### src/rtl/lfsr_rr_scheduler.sv
`default_nettype none
// ============================================================================
// Module      : lfsr_rr_scheduler
// Description : Round-robin sharing of one external lfsr_16 among N_REQ
//               requesters; steps the LFSR, samples it, returns a tagged word.
// Revision    : 1.0 - initial release
// ============================================================================
module lfsr_rr_scheduler #(
    parameter int N_REQ    = 4,
    parameter int ID_W     = 2,
    parameter int STEP_CNT = 16,
    parameter int CNT_W    = 5
) (
    input  logic             clk,
    input  logic             reset_n,
    input  logic [N_REQ-1:0] req,
    output logic [N_REQ-1:0] gnt,
    output logic             busy,
    output logic             lfsr_en,
    input  logic [15:0]      lfsr_in,
    output logic             rsp_valid,
    input  logic             rsp_ready,
    output logic [ID_W-1:0]  rsp_id,
    output logic [15:0]      rsp_data
);

    typedef enum logic [1:0] {
        ST_IDLE    = 2'd0,
        ST_STEP    = 2'd1,
        ST_LOAD    = 2'd2,
        ST_DELIVER = 2'd3
    } state_t;

    localparam logic [CNT_W-1:0] c_cnt_init = CNT_W'(STEP_CNT - 1);
    localparam logic [CNT_W-1:0] c_cnt_one  = CNT_W'(1);
    localparam logic [ID_W-1:0]  c_last_rst = ID_W'(N_REQ - 1);
    localparam logic [N_REQ-1:0] c_one_hot  = N_REQ'(1);

    state_t             r_state;
    state_t             w_state_nxt;
    logic [N_REQ-1:0]   r_gnt;
    logic [ID_W-1:0]    r_id;
    logic [ID_W-1:0]    r_last;
    logic [15:0]        r_data;
    logic               r_valid;
    logic [CNT_W-1:0]   r_cnt;

    logic               w_found;
    logic [ID_W-1:0]    w_pick;
    logic [ID_W-1:0]    w_idx;

    // Rotating priority search: starts one past the last served requester.
    always_comb begin
        w_found = 1'b0;
        w_pick  = '0;
        w_idx   = '0;
        for (int k = 1; k <= N_REQ; k++) begin
            w_idx = ID_W'((int'(r_last) + k) % N_REQ);
            if (!w_found && req[w_idx]) begin
                w_found = 1'b1;
                w_pick  = w_idx;
            end
        end
    end

    always_ff @(posedge clk or negedge reset_n) begin
        if (!reset_n) begin
            r_state <= ST_IDLE;
        end else begin
            r_state <= w_state_nxt;
        end
    end

    always_comb begin
        w_state_nxt = r_state;
        case (r_state)
            ST_IDLE: begin
                if (w_found) begin
                    w_state_nxt = ST_STEP;
                end
            end
            ST_STEP: begin
                if (r_cnt == '0) begin
                    w_state_nxt = ST_LOAD;
                end
            end
            ST_LOAD: begin
                w_state_nxt = ST_DELIVER;
            end
            ST_DELIVER: begin
                if (rsp_ready) begin
                    w_state_nxt = ST_IDLE;
                end
            end
            default: begin
                w_state_nxt = ST_IDLE;
            end
        endcase
    end

    // Grant, counter and response registers; owner is only released on handshake.
    always_ff @(posedge clk or negedge reset_n) begin
        if (!reset_n) begin
            r_gnt   <= '0;
            r_id    <= '0;
            r_last  <= c_last_rst;
            r_data  <= '0;
            r_valid <= 1'b0;
            r_cnt   <= '0;
        end else begin
            case (r_state)
                ST_IDLE: begin
                    if (w_found) begin
                        r_gnt <= c_one_hot << w_pick;
                        r_id  <= w_pick;
                        r_cnt <= c_cnt_init;
                    end
                end
                ST_STEP: begin
                    if (r_cnt != '0) begin
                        r_cnt <= r_cnt - c_cnt_one;
                    end
                end
                ST_LOAD: begin
                    r_data  <= lfsr_in;
                    r_valid <= 1'b1;
                end
                ST_DELIVER: begin
                    if (rsp_ready) begin
                        r_valid <= 1'b0;
                        r_gnt   <= '0;
                        r_last  <= r_id;
                    end
                end
                default: begin
                    r_valid <= 1'b0;
                end
            endcase
        end
    end

    assign gnt       = r_gnt;
    assign busy      = (r_state != ST_IDLE);
    assign lfsr_en   = (r_state == ST_STEP);
    assign rsp_valid = r_valid;
    assign rsp_id    = r_id;
    assign rsp_data  = r_data;

endmodule
`default_nettype wire

### config.mk
export PLATFORM = sky130hd
export DESIGN_NAME = lfsr_rr_scheduler
export DESIGN_NICKNAME = d
export VERILOG_FILES = /design/src/rtl/lfsr_rr_scheduler.sv
export SDC_FILE = /design/constraint.sdc
export NUM_CORES = 1
export LEC_CHECK = 0
export CORE_UTILIZATION = 35
export DETAILED_ROUTE_END_ITERATION = 10
export SLEW_MARGIN = 10
export SYNTH_ARGS = -nofsm -noshare
export SYNTH_HDL_FRONTEND = slang
export SYNTH_SLANG_ARGS = --single-unit
### constraint.sdc
create_clock -name clk -period 2.5 [get_ports clk]
set_input_delay 0.375 -clock clk [delete_from_list [all_inputs] [get_ports clk]]
set_output_delay 0.375 -clock clk [all_outputs]
set_load 0.01 [all_outputs]
==> summary.txt <==
Finish
  – Antenna Cells: 0
  – Area grow syn2layout: 40.5%
  – Fraction of layout cells with a size suffix above 1: 0.189
  – Post-Layout Inst Area: 2150 µm²
  – FILL cells: 362
  – Layout Nets: 208
  – Non-filler instance count after layout: 230

Run
  – Max-Cap Viols: 0

Critical path
  – Setup CP Type: reg -> out
  – Worst Path Max Fanout: 8
  – Critical Path AT: 1890 ps
  – CP Launch Type: flip-flop
  – Critical path origin: r_state[0]
  – Worst reg2reg startpoint: r_cnt[0]
  – Critical path required time: 2120 ps
  – CP Capture Type: output pin

Yosys
  – Top cells by area, synth: dfrtp_1 (49%), mux2_2 (13%), ha_1 (4.9%)
  – Synth top area share: 0.491
  – Synth Area in Compound Gates: 0.142
  – Largest family of logic cells by synthesized area: multiplexers
  – Adder-cell share of the synthesized area: 0.0491
  – Yosys warns: 0
  – Number of synthesized register bits: 32
  – EDFF count, synth: 0
  – Post-synthesis cell area: 1530 µm²
  – Ys flop type: dfrtp_1
  – Post-Synth XOR/XNOR Area: 0
  – Synth area leader: dfrtp_1
  – Syn Area/Cell: 12.0 µm²
  – Synth Instances: 128
  – Sequential area share after synthesis: 0.525
  – Post-Synth Simple-Gate Area: 0.0891
  – Yosys cell types: 39
  – Multiplexer share of the synthesized area: 0.155
  – Syn nets: 157
  – Async SR Flop Fraction: 1.00

Detailed routing
  – Drt wl/cell: 14.4 µm
  – Residual DRC count: 0
  – Drt first pass iters: 4
  – Vias per std cell: 5.11
  – Vias: 1175
  – Routed wire length: 3310 µm
  – Final ANT Viol Nets: 0
  – Detailed Route Iter0 Violations: 56

Clocking
  – CTS root buffer: clkbuf_8
  – Clock transition at path regs: 60 ps
  – Post-CTS sizing: 0
  – Setup bufs post-CTS: 0
  – CTS Hold Bufs: 0
  – CTS buffer count: 5
  – CTS tree: yes
  – CTS Sinks: 32
  – H-tree depth: 2
  – CTS Buffer Depth: 2
  – Clock Latency Late Sink: 280 ps

Placed design
  – Post-DP Area: 2060 µm²
  – GP Congestion: 0.788
  – Buffers on Ports: 47
  – Placed cell count: 222
  – HPWL after DPL: 2400 µm

Timing
  – Final period util: 0.905
  – RSZ-0062 raised after global routing: false
  – Finish-stage setup viols: 0
  – Worst Max-Slew Pin Slew: 747 ps
  – Max-slew violation count: 0
  – Clock skew: 2.23 ps
  – Max_slew headroom: 0.502
  – Setup_tns: 0 ps
  – Final Hold Viols: 0
  – Max Clk Rate: 0.442 GHz
  – Min Tclk post-route: 2260 ps

Floorplan
  – Die H: 68.1 µm
  – Core Region: 4090 µm²
  – # rows: 23
  – Initial Util: 0.374
  – Top-level I/O count: 48
  – Die ar.: 4640 µm²
  – Die Wd: 68.1 µm

Global routing
  – Tot GR Track Use: 0.164
  – Total grt overflow: 0
  – First-pass GRT wire length: 5420 µm
  – Largest net degree at the start of global routing: 33
  – Antenna violations before repair: 0
  – Number of global-route vias before repair: 1144

Min path
  – Min-Delay Path Class: in -> async

Power
  – Max VDD drop: 0.621 mV
  – Lkg Pwr: 0.903 nW
  – Tot Pwr: 2.66 mW
  – Power per cell area: 1240 nW/µm²

Outcome
  – Status: completed
-- where the power goes --
part	internal, mW	total, mW	switching, mW
clock	0.224	0.415	0.191
combinational	0.767	1.33	0.561
sequential	0.765	0.922	0.157
total	1.76	2.66	0.909
-- flip-flops by register name, indices dropped and copies added, names as in the netlist --
register	count
rsp_data	16
r_cnt	5
gnt	4
r_last	2
r_state	2
rsp_id	2
rsp_valid	1
-- through the flow --
| step | hold slack, ps | utilization | setup WS, ps |
|---|---|---|---|
| floorplan | 79.4 | - | 578 |
| global placement | 477 | 0.503 | 318 |
| detailed placement | 477 | 0.503 | 287 |
| CTS | 492 | 0.526 | 226 |
| global route | 524 | 0.526 | 104 |
| finish | 484 | 0.526 | 239 |
-- path summary, 6_finish.rpt --
kind | end | slack [ps] | depth (start not counted)
min reg2reg | r_cnt[4] | 490 | 1
max in group asynchronous | r_last[1] | 1680 | 2
min in group clk | r_cnt[4] | 490 | 1
min | rsp_valid | 480 | 2
max reg2reg | r_state[1] | 400 | 5
max | busy | 240 | 4
-- routing by layer --
layer  global-route usage  vias up  share of wire
li1                     -      561              -
met1                0.191      565           0.45
met2                0.260       45           0.45
met3               0.0783        4          0.087
met4               0.0625        0          0.011
met5                    0        -              0
-- logic make-up (layout without fill, tap and decap cells) --
family / count (synthesis) / after routing
adder cells (fa/ha/maj): 6 / 6
multiplexers: 21 / 21
buffers and inverters: 15 / 67
flip-flops: 32 / 32
AO/OA/AOI/OAI: 28 / 28
AND/OR/NAND/NOR: 26 / 26
-- cell usage in the layout (no fill, tap or decap), types with 3 or more instances in the layout --
cell,Yosys,routed
mux2_2,18,18
a21oi_1,4,4
o2bb2ai_1,3,3
inv_1,9,9
clkbuf_8,0,6
ha_1,6,6
o21ai_0,6,6
dfrtp_1,30,30
nor2_1,5,5
nand2_1,8,8
clkdlybuf4s50_1,0,47
-- worst max-delay path: stages (launching register included) --
cell             delay, ps
dfrtp_1                400
inv_1                  130
ha_1                   270
clkinv_1               250
clkdlybuf4s50_1        560
-- synthesized netlist by cell type, drive strengths merged, types with 2 or more instances --
master,count
a21oi,4
a221oi,2
a31o,2
buf,2
clkbuf,3
dfrtp,30
dfstp,2
ha,6
inv,9
mux2,19
mux2i,2
nand2,8
nand2b,2
nand3b,2
nor2,6
nor3,2
o211ai,2
o21ai,6
o2bb2ai,3
-- cell type report --
cell class | instances | area [µm²] | area share
flip-flops and latches | 32 | 803 | 0.374
multi-input cells | 81 | 667 | 0.310
clock inverters | 1 | 7.51 | 0.00349
well taps | 50 | 62.6 | 0.0291
repair buffers | 49 | 485 | 0.226
clock buffers | 7 | 86.3 | 0.0402
inverters | 10 | 37.5 | 0.0175
(Power assumes the default switching activity.)
==> edit 1: new RTL, same flow settings <==
Re-encode `state_t` (4 states) as one-hot, 4 bits wide.
--- a/src/rtl/lfsr_rr_scheduler.sv
+++ b/src/rtl/lfsr_rr_scheduler.sv
@@ -24,11 +24,11 @@
     output logic [15:0]      rsp_data
 );
 
-    typedef enum logic [1:0] {
-        ST_IDLE    = 2'd0,
-        ST_STEP    = 2'd1,
-        ST_LOAD    = 2'd2,
-        ST_DELIVER = 2'd3
+    typedef enum logic [3:0] {
+        ST_IDLE    = 4'b0001,
+        ST_STEP    = 4'b0010,
+        ST_LOAD    = 4'b0100,
+        ST_DELIVER = 4'b1000
     } state_t;
 
     localparam logic [CNT_W-1:0] c_cnt_init = CNT_W'(STEP_CNT - 1);
Function: same outputs for any inputs over 10 cycles, from zero or initial values and one cycle with reset_n low; not proved beyond that.
==> edit 1 against the unedited design <==
- via count decreased by 4.3%
- critical endpoint is now lfsr_en
- routed wire length decreased by 6.1%
- maximum frequency decreased by 5.7%
- cell count decreased by 3.5%
- global-route usage decreased by 1.4 points
- cell area increased by 0.70%
- setup slack got worse by 140 ps
- core utilization about the same
- sequential cell count increased by 2
- synthesized area increased by 1.1%
- largest cell class unchanged
Power is not compared: it rests on default switching activity, and its combinational part moved more than twofold at a synthesized area within 25%.
==> edit 1: results (changes against the unedited design) <==
Launch point of the worst reg-to-reg path - r_state[0]$_DFFE_PN1P_
Number of different library cells in the post-synthesis netlist - 37 (-5.1%)
Worst flop-to-flop path endpoint - gnt[2]$_DFFE_PN0P_
Most common library cells after synthesis - sky130_fd_sc_hd__dfrtp_1 (31), sky130_fd_sc_hd__mux2_2 (18), sky130_fd_sc_hd__nand2b_1 (5), sky130_fd_sc_hd__nor2_1 (5), sky130_fd_sc_hd__o21ai_0 (5)
Leading cell types by total area after synthesis - sky130_fd_sc_hd__dfrtp_1 (50%), sky130_fd_sc_hd__mux2_2 (13%), sky130_fd_sc_hd__dfstp_2 (5.1%), sky130_fd_sc_hd__a32o_1 (2.6%), sky130_fd_sc_hd__nand2b_1 (2.0%)
Avg Synthesized Cell Area - 13.2 um^2 (+11%)
Global-route usage over all layers - 0.150 (-0.0143)
Synth Area in XOR/XNOR - 0.0113 (+0.0113)
DRT iter0 DRCs - 60 (+7.1%)
Ratio of cells with drive above 1 in the final layout - 0.238 (+0.0495)
Global-route met3 utilization - 0.0724 (-0.00596)
Reg-to-reg setup timing slack - 800 ps (+400 ps)
Maximum number of pins on one net before global-route repair - 35 (+6.1%)
Final #Nets - 195 (-6.3%)
Portion of the layout cell area used by clock cells - 0.0422 (-0.00146)
Final weighted congestion in routability-driven placement - 0.813 (+3.1%)
Data arrival, critical path - 2020 ps (+130 ps)
WHS - 507 ps (+22.8 ps)
Minimum setup slack after placement - 400 ps (+113 ps)
Count of fill cells added during filler insertion - 366 (+1.1%)
Wire length on met1 - 1380 um (-7.5%)
Nonclk inv count - 4 (-6)
Routed length on met3 - 335 um (+17%)
Met2 Usage GRT - 0.225 (-0.0343)
Number of multi-input combinational cells - 76 (-6.2%)
Final non-filler cell area - 0.00216 mm^2 (+0.70%)
Post-Synthesis Net Count - 141 (-10%)
Result of the run - completed
Global-route wire length before repair - 5110 um (-5.7%)
edit 1: cell types whose count changed after synthesis, sizes merged, moves of 3 or more:
cell	delta
ha	-5
nand3	+3
o2bb2ai	-3
nand2	-4
inv	-6
nand2b	+3
a32o	+3
clkbuf	-3
edit 1: worst max-delay path by stage:
stage | startpoint | to | slack (ps) | cells past startpoint
after global routing | r_state[1]$_DFFE_PN0P_ | lfsr_en | 10 | 3
final | r_state[1]$_DFFE_PN0P_ | lfsr_en | 100 | 3
after detailed placement | r_state[1]$_DFFE_PN0P_ | lfsr_en | 400 | 3
after CTS | r_state[1]$_DFFE_PN0P_ | lfsr_en | 90 | 3
after global placement | r_state[1]$_DFFE_PN0P_ | lfsr_en | 420 | 3
after floorplan | r_cnt[0]$_DFFE_PN0P_ | r_cnt[0]$_DFFE_PN0P_ | 910 | 6
==> edit 2: new RTL, same flow settings <==
Without the edit above. Set the parameter `ID_W` to 3 (it was 2).
--- a/src/rtl/lfsr_rr_scheduler.sv
+++ b/src/rtl/lfsr_rr_scheduler.sv
@@ -7,7 +7,7 @@
 // ============================================================================
 module lfsr_rr_scheduler #(
     parameter int N_REQ    = 4,
-    parameter int ID_W     = 2,
+    parameter int ID_W     = 3,
     parameter int STEP_CNT = 16,
     parameter int CNT_W    = 5
 ) (
Ports: changed (resized rsp_id); port bits go from 48 to 49. No check against the original RTL was run, so the function may have changed too.
==> edit 2 against the unedited design <==
- hold slack gained 5.5 ps
- cell area increased by 2.9%
- combinational power up 3%
- synthesized cell count increased by 7.0%
- critical path depth down 1
- routed wire length rose by 1.0%
- sequential power is 2% higher
- power increased by 2.5%
- synthesized area increased by 2.7%
- sequential share of layout area shrank 1.1 points
- sequential cell count stayed put
- cell count grew 5.7%
- setup slack improved by 39 ps
- critical endpoint is now lfsr_en
==> edit 2: results (changes against the unedited design) <==
Result of the run - completed
Clk_lat worst skew - 280 ps (about the same)
Post_cts resized - 0 (unchanged)
Dpl hpwl - 2470 um (+2.7%)
Count of warnings emitted by yosys - 0 (unchanged)
DRT iter0 DRCs - 31 (-45%)
# hold bufs at CTS - 0 (unchanged)
Sum of routed wire length over all layers - 3340 um (+1.0%)
Flip-flop count of the largest register, all copies and words added - 16 (unchanged)
Crit Path Max Fanout - 11 (+3)
Total inserted antenna cells - 0 (unchanged)
Global-route usage over all layers - 0.153 (-0.0108)
Number of buffers on the longest clock path - 2 (unchanged)
Switching component of the power - 0.926 mW (+1.9%)
Leakage component of the power - 0.927 nW (+2.7%)
Avg Synthesized Cell Area - 11.5 um^2 (-4.0%)
Maximum vdd drop - 0.599 mV (-3.5%)
Via count of the first global-routing pass - 1311 (+15%)
Clk pin slew, worst setup/hold paths - 60 ps (about the same)
Slowest library cell on the worst path - sky130_fd_sc_hd__clkdlybuf4s50_1
Final weighted congestion in routability-driven placement - 0.825 (+4.6%)
Number of buffers added for setup after CTS - 0 (unchanged)
Portion of the post-synthesis area used by sequential elements - 0.511 (-0.0138)
Post-Synthesis Net Count - 166 (+5.7%)
Max incr delay on CP - 620 ps (+60 ps)
Worst setup skew after layout - 3.40 ps (+1.18 ps)
Count of input and output buffers - 47 (unchanged)
Leading cell types by total area after synthesis - sky130_fd_sc_hd__dfrtp_1 (48%), sky130_fd_sc_hd__mux2_2 (14%), sky130_fd_sc_hd__ha_1 (4.8%), sky130_fd_sc_hd__dfstp_2 (3.3%), sky130_fd_sc_hd__inv_1 (2.9%)
Final #Nets - 220 (+5.8%)
Number of different library cells in the post-synthesis netlist - 40 (+2.6%)
Clock tree root buffer cell - sky130_fd_sc_hd__clkbuf_8
Slew headroom - 0.638 (+0.136)
Data arrival, critical path - 1850 ps (-40 ps)
Global-route wire length before repair - 5880 um (+8.4%)
Total number of vias - 1231 (+4.8%)
DR vias/cell - 5.07 (-0.84%)
Top FF cell, synth - sky130_fd_sc_hd__dfrtp_1
Ratio of cells with drive above 1 in the final layout - 0.199 (+0.0101)
Most common library cells after synthesis - sky130_fd_sc_hd__dfrtp_1 (30), sky130_fd_sc_hd__mux2_2 (20), sky130_fd_sc_hd__inv_1 (12), sky130_fd_sc_hd__nor2_1 (12), sky130_fd_sc_hd__o22ai_1 (7)
==> edit 2: cell count changes after synthesis, sizes merged, moves of 3 or more <==
cell,delta
inv,+3
nor2,+6
nor3b,+3
o22ai,+7
o2bb2ai,-3
==> edit 2: per-layer routing <==
| metal | vias to the layer above | track usage | share of wire |
|---|---|---|---|
| met5 | - | 0 | 0 |
| met4 | 0 | 0.0658 | 0.019 |
| met3 | 8 | 0.0599 | 0.065 |
| met2 | 44 | 0.245 | 0.50 |
| met1 | 586 | 0.183 | 0.42 |
| li1 | 593 | - | - |
==> edit 2: cell families (layout without fill, tap and decap cells) <==
logic type,after synthesis,in the layout,share of synthesized area
compound gates,24,24,0.108
mux,22,22,0.157
simple gates,36,36,0.131
other cells,1,1,0.00239
flops,32,32,0.511
fa+ha+maj,6,6,0.0478
buf+inv,16,70,0.0422
==> edit 2: area by class of cell <==
type	instances	area [um^2]
repair buffers	51	500
multi-input cells	89	702
fillers	403	2110
flip-flops and latches	32	803
clock buffers	7	96.3
well taps	52	65.1
inverters	12	45.0
==> edit 2: path summary, 6_finish.rpt <==
check	startpoint	end	slack, ps	cells after the start
worst min-delay path	reset_n	rsp_id[0]$_DFFE_PN0P_	490	2
worst max register to register	r_cnt[0]$_DFFE_PN0P_	r_state[1]$_DFFE_PN0P_	490	6
worst min register to register	rsp_data[10]$_DFFE_PN0P_	rsp_data[10]$_DFFE_PN0P_	510	1
min in group clk	rsp_data[10]$_DFFE_PN0P_	rsp_data[10]$_DFFE_PN0P_	510	1
max in group asynchronous	reset_n	r_last[0]$_DFFE_PN1P_	1690	2
worst max-delay path	r_state[1]$_DFFE_PN0P_	lfsr_en	280	3
==> edit 2: per-stage QoR <==
step | hold slack [ps] | util | setup slack, ps | total power [mW] | instance area, um^2
5_1_grt | 526 | 0.512 | 180 | 2.94 | 2210
4_1_cts | 507 | 0.512 | 267 | 2.78 | 2210
3_5_place_dp | 495 | 0.489 | 459 | 2.33 | 2120
3_3_place_gp | 489 | 0.489 | 523 | 2.28 | 2120
6_report | 490 | 0.512 | 278 | 2.73 | 2210
2_1_floorplan | 79.4 | - | 643 | 1.71 | 1570
==> edit 2: power groups by stage <==
| stage | clock (mW) | sequential [mW] | combinational, mW |
|---|---|---|---|
| 6_report | 0.423 | 0.940 | 1.37 |
| 5_1_grt | 0.465 | 0.981 | 1.49 |
| 4_1_cts | 0.446 | 0.944 | 1.39 |
| 3_5_place_dp | 0 | 0.948 | 1.38 |
| 3_3_place_gp | 0 | 0.940 | 1.34 |
| 2_1_floorplan | 0 | 1.01 | 0.702 |
